## src/rtl/wshb_arb_pkg.sv

```systemverilog
// Shared types and constants for the two-master SDRAM Wishbone arbiter.
package wshb_arb_pkg;

    localparam int NB_MASTERS = 2;
    localparam int ADR_W      = 32;

    typedef enum logic [1:0] {
        IDLE = 2'd0,
        GNT0 = 2'd1,
        GNT1 = 2'd2
    } arb_state_t;

endpackage

```

## src/rtl/wshb_arb_rr.sv

```systemverilog
// Combinational round-robin picker: chooses the next owner among the requesters.
module wshb_arb_rr
    import wshb_arb_pkg::*;
(
    input  logic [NB_MASTERS-1:0] req,
    input  logic                  last,
    output logic                  pick,
    output logic                  valid
);

    always_comb begin
        valid = |req;
        // On contention the master that did not own the bus last time wins.
        if (req[0] && req[1]) begin
            pick = ~last;
        end else begin
            pick = req[1];
        end
    end

endmodule

```

## src/rtl/wshb_sdram_arbiter.sv

```systemverilog
// Two-master Wishbone arbiter in front of the SDRAM slave port; the grant is held
// for a master's whole cyc cycle, and the data/ack path is purely combinational.
module wshb_sdram_arbiter
    import wshb_arb_pkg::*;
#(
    parameter int DATA_BYTES   = 4,
    parameter int FIRST_MASTER = 0
) (
    input  logic                      sys_clk,
    input  logic                      sys_rst,

    input  logic                      ifs0_cyc,
    input  logic                      ifs0_stb,
    input  logic                      ifs0_we,
    input  logic [ADR_W-1:0]          ifs0_adr,
    input  logic [8*DATA_BYTES-1:0]   ifs0_dat_ms,
    input  logic [DATA_BYTES-1:0]     ifs0_sel,
    input  logic [2:0]                ifs0_cti,
    input  logic [1:0]                ifs0_bte,
    output logic                      ifs0_ack,
    output logic                      ifs0_err,
    output logic                      ifs0_rty,
    output logic [8*DATA_BYTES-1:0]   ifs0_dat_sm,

    input  logic                      ifs1_cyc,
    input  logic                      ifs1_stb,
    input  logic                      ifs1_we,
    input  logic [ADR_W-1:0]          ifs1_adr,
    input  logic [8*DATA_BYTES-1:0]   ifs1_dat_ms,
    input  logic [DATA_BYTES-1:0]     ifs1_sel,
    input  logic [2:0]                ifs1_cti,
    input  logic [1:0]                ifs1_bte,
    output logic                      ifs1_ack,
    output logic                      ifs1_err,
    output logic                      ifs1_rty,
    output logic [8*DATA_BYTES-1:0]   ifs1_dat_sm,

    output logic                      ifm_cyc,
    output logic                      ifm_stb,
    output logic                      ifm_we,
    output logic [ADR_W-1:0]          ifm_adr,
    output logic [8*DATA_BYTES-1:0]   ifm_dat_ms,
    output logic [DATA_BYTES-1:0]     ifm_sel,
    output logic [2:0]                ifm_cti,
    output logic [1:0]                ifm_bte,
    input  logic                      ifm_ack,
    input  logic                      ifm_err,
    input  logic                      ifm_rty,
    input  logic [8*DATA_BYTES-1:0]   ifm_dat_sm,

    output logic [1:0]                grant
);

    arb_state_t            state_reg, state_next;
    logic                  last_reg;
    logic [1:0]            grant_reg;
    logic                  rr_pick, rr_valid;
    logic [NB_MASTERS-1:0] owner, up_ack, up_err, up_rty;

    wshb_arb_rr u_rr (
        .req   ({ifs1_cyc, ifs0_cyc}),
        .last  (last_reg),
        .pick  (rr_pick),
        .valid (rr_valid)
    );

    // A GNTx state moves straight to the other master when it is waiting.
    always_comb begin
        state_next = state_reg;
        case (state_reg)
            IDLE:    if (rr_valid) state_next = rr_pick ? GNT1 : GNT0;
            GNT0:    if (!ifs0_cyc) state_next = ifs1_cyc ? GNT1 : IDLE;
            GNT1:    if (!ifs1_cyc) state_next = ifs0_cyc ? GNT0 : IDLE;
            default: state_next = IDLE;
        endcase
    end

    always_ff @(posedge sys_clk) begin
        if (sys_rst) begin
            state_reg <= IDLE;
            last_reg  <= (FIRST_MASTER == 0) ? 1'b1 : 1'b0;
            grant_reg <= 2'b00;
        end else begin
            state_reg <= state_next;
            grant_reg <= {state_next == GNT1, state_next == GNT0};
            if (state_next == GNT0 && state_reg != GNT0) begin
                last_reg <= 1'b0;
            end else if (state_next == GNT1 && state_reg != GNT1) begin
                last_reg <= 1'b1;
            end
        end
    end

    assign grant = grant_reg;

    always_comb begin
        ifm_cyc    = 1'b0;
        ifm_stb    = 1'b0;
        ifm_we     = 1'b0;
        ifm_adr    = '0;
        ifm_dat_ms = '0;
        ifm_sel    = '0;
        ifm_cti    = '0;
        ifm_bte    = '0;
        case (state_reg)
            GNT0: begin
                ifm_cyc    = ifs0_cyc;
                ifm_stb    = ifs0_stb;
                ifm_we     = ifs0_we;
                ifm_adr    = ifs0_adr;
                ifm_dat_ms = ifs0_dat_ms;
                ifm_sel    = ifs0_sel;
                ifm_cti    = ifs0_cti;
                ifm_bte    = ifs0_bte;
            end
            GNT1: begin
                ifm_cyc    = ifs1_cyc;
                ifm_stb    = ifs1_stb;
                ifm_we     = ifs1_we;
                ifm_adr    = ifs1_adr;
                ifm_dat_ms = ifs1_dat_ms;
                ifm_sel    = ifs1_sel;
                ifm_cti    = ifs1_cti;
                ifm_bte    = ifs1_bte;
            end
            default: ;
        endcase
    end

    // Responses reach only the owner; read data fans out to both unconditionally.
    assign owner = {state_reg == GNT1, state_reg == GNT0};

    genvar gi;
    generate
        for (gi = 0; gi < NB_MASTERS; gi++) begin : g_up
            assign up_ack[gi] = owner[gi] & ifm_ack;
            assign up_err[gi] = owner[gi] & ifm_err;
            assign up_rty[gi] = owner[gi] & ifm_rty;
        end
    endgenerate

    assign ifs0_ack    = up_ack[0];
    assign ifs0_err    = up_err[0];
    assign ifs0_rty    = up_rty[0];
    assign ifs0_dat_sm = ifm_dat_sm;
    assign ifs1_ack    = up_ack[1];
    assign ifs1_err    = up_err[1];
    assign ifs1_rty    = up_rty[1];
    assign ifs1_dat_sm = ifm_dat_sm;

endmodule

```

## config.mk

```make
export PLATFORM = sky130hd
export DESIGN_NAME = wshb_sdram_arbiter
export DESIGN_NICKNAME = d
export VERILOG_FILES = /design/src/rtl/wshb_arb_pkg.sv /design/src/rtl/wshb_arb_rr.sv /design/src/rtl/wshb_sdram_arbiter.sv
export SDC_FILE = /design/constraint.sdc
export NUM_CORES = 1
export LEC_CHECK = 0
export ABC_AREA = 0
export BUFFER_PORTS_ARGS = -buffer_cell sky130_fd_sc_hd__buf_2
export CORE_AREA = 4 4 128 130
export DETAILED_ROUTE_END_ITERATION = 6
export DIE_AREA = 0 0 132 134
export PLACE_DENSITY = 0.56
export SLEW_MARGIN = 20
export SYNTH_ARGS = -nofsm -noshare
export SYNTH_HDL_FRONTEND = slang
export SYNTH_SLANG_ARGS = --single-unit
```

## constraint.sdc

```tcl
create_clock -name sys_clk -period 1.7 [get_ports sys_clk]
set_input_delay 0.255 -clock sys_clk [delete_from_list [all_inputs] [get_ports sys_clk]]
set_output_delay 0.255 -clock sys_clk [all_outputs]
set_load 0.005 [all_outputs]
```

==> qor.yml <==
synth_cell_types: 23
placement.cell_area_um2: 3060
max_slew_margin_pct: 81.3
min_period_ps: 1760
gr-usage-all-layers_pct: 8.82
maxCapViolations: 0
fmax_mhz: 569
ios: 337
criticalPathCategory: "reg -> out"
ir_drop_v: 0.000323
layoutNonFillerInstCount: 651
clock_path_buffers: 2
synth-seq-cells: 5
synth_top_area_cell: "a22oi_1"
dp_hpwl_mm: 7.33
firstDrtPassIters: 5
synth_top_cell_area_share_pct: 27.8
tightest_slew_ps: 280
grt_pass1_wl_mm: 13.0
cts_max_level: 1
finalSetupViolations: 62
cts_tree: "yes"
p_int_mw: 1.47
dp_cells: 640
fin_tns_setup_ps: -1710
power_leakage_nw: 1.67
required_ps: 1440
area_growth_pct: 73.3
utilization_pct: 23.2
cts_buffers: 3
via_per_inst: 4.24
cts_num_sinks: 5
syn_area_per_cell_um2: 7.03
worst_slack_ps: -57.3
switching_power_mw: 0.970
drive_gt1_share_pct: 65.9
drt-initial-drc-count: 79
synth_area_um2: 2030
grt_max_degree: 40
pre_cts_slack_ps: -108
final_cell_mix: "240 x buf_2, 75 x nor2b_1, 47 x a22oi_1"
mostFrequentLayoutCell: "buf_2"
antenna_cells: 0
final_area_um2: 3510
nets: 658
hold_viol: 0
yosysSeqAreaShare_pct: 4.94
rows: 45
routed_wl_mm: 10.1
synthTopCellsByArea: "a22oi_1 28%, buf_4 24%, nor2b_1 23%, dfxtp_1 4.9%, clkbuf_1 3.3%"
initial_core_util_pct: 13.4
finClkSkew_ps: 0.171
p_clk_share_pct: 15.8
critPathLaunchType: "flop"
hold_class: "in -> reg"
numPortBuffers: 240
seqPwrFrac_pct: 7.0
powerDensity_nw_per_um2: 696
grt_antenna_before_repair: 0
grt_pass1_vias: 2561
synthCells: 288
crit_arrival_ps: 1500
die_x_um: 132
drc: 0
synthesis.nets: 482
failed_checks: "setup timing"
wl_per_cell_um: 15.5
timing.hold.ws_ps: 267
maxSlewViolCount: 0
die_h_um: 134
status: "complete, but fails checks"
coreArea_um2: 15100
grt.overflow.total: 0
place.gp.congestion: 0.705
crit_path_end_kind: "output port"
ys_warn_count: 0
period_share_pct: 103
clk_pin_slew_worst_paths_ps: 30
dr_total_vias: 2757
power.share.combinational_pct: 77.2
crit_path_max_fanout: 17
reg2reg_slack_ps: 40
p_total_mw: 2.44
rsz0062_at_grt: "true"
clock_latency_ps: 220
p_sw_share_pct: 39.7
cts_hold_buf: 0
ant_nets: 0
dieArea_um2: 17700
cts-root-buf: "clkbuf_16"
[final timing paths]
check	start	endpoint	depth (start not counted)
worst max-delay path	state_reg[0]	ifm_dat_ms[13]	6
worst min-delay path	sys_rst	grant[0]	2
worst max register to register	state_reg[1]	last_reg	7
worst min register to register	last_reg	last_reg	2
[power groups by stage]
stage	clock network, mW	logic, mW	registers [mW]
final	0.387	1.89	0.171
after global routing	0.408	2.05	0.175
after CTS	0.396	1.67	0.169
after detailed placement	0	1.56	0.160
after global placement	0	1.56	0.160
after floorplan	0	0.992	0.161
[metal layers]
layer | share of wire [%] | track usage [%] | vias up
li1 | - | - | 1308
met1 | 38 | 10.4 | 1227
met2 | 51 | 16.3 | 218
met3 | 11 | 2.85 | 4
met4 | 0.23 | 0.583 | 0
met5 | 0 | 0 | -
[kinds of logic (layout without fill, tap and decap cells)]
| kind of cell | count (synthesis) | in the layout | share of synthesized area (%) |
|---|---|---|---|
| and+or+nand+nor | 96 | 96 | 28.9 |
| buffers and inverters | 94 | 269 | 29.9 |
| AOI/OAI and AO/OA | 88 | 88 | 33.2 |
| adders and majority gates | 5 | 5 | 3.09 |
| DFF | 5 | 5 | 4.94 |
[cells in the mapped netlist, drive strengths merged]
cell	count
dfxtp	5
nand2	5
nor4b	1
and3	1
a32o	1
o21ai	4
buf	72
a221oi	1
nand2b	1
and2	7
a22oi	75
a21boi	1
inv	4
a21oi	1
nor2b	75
nor2	3
nor3	3
ha	5
a211o	1
o32ai	1
clkbuf	18
a22o	3
[worst max-delay path, cell delays in order, from the launching register on]
cell	delay, ps
dfxtp_4	380
inv_6	50
ha_4	220
clkbuf_16	210
a22oi_2	220
nor2b_1	60
buf_2	130
[layout make-up]
| cell class | count | area (µm²) |
|---|---|---|
| Clock buffer | 4 | 78.8 |
| Fill cell | 1684 | 11600 |
| Inverter | 4 | 22.5 |
| Multi-Input combinational cell | 189 | 1520 |
| Sequential cell | 5 | 108 |
| Tap cell | 188 | 235 |
| Timing Repair Buffer | 261 | 1550 |
[repair_timing]
item / CTS / global route
cloned: 1 / 5
gates resized for setup: 22 / 27
setup buffers: 0 / 1
pin swaps: 2 / 1
endpoints found under the setup margin: 76 / 78
Power figures use the tool's default switching activity.
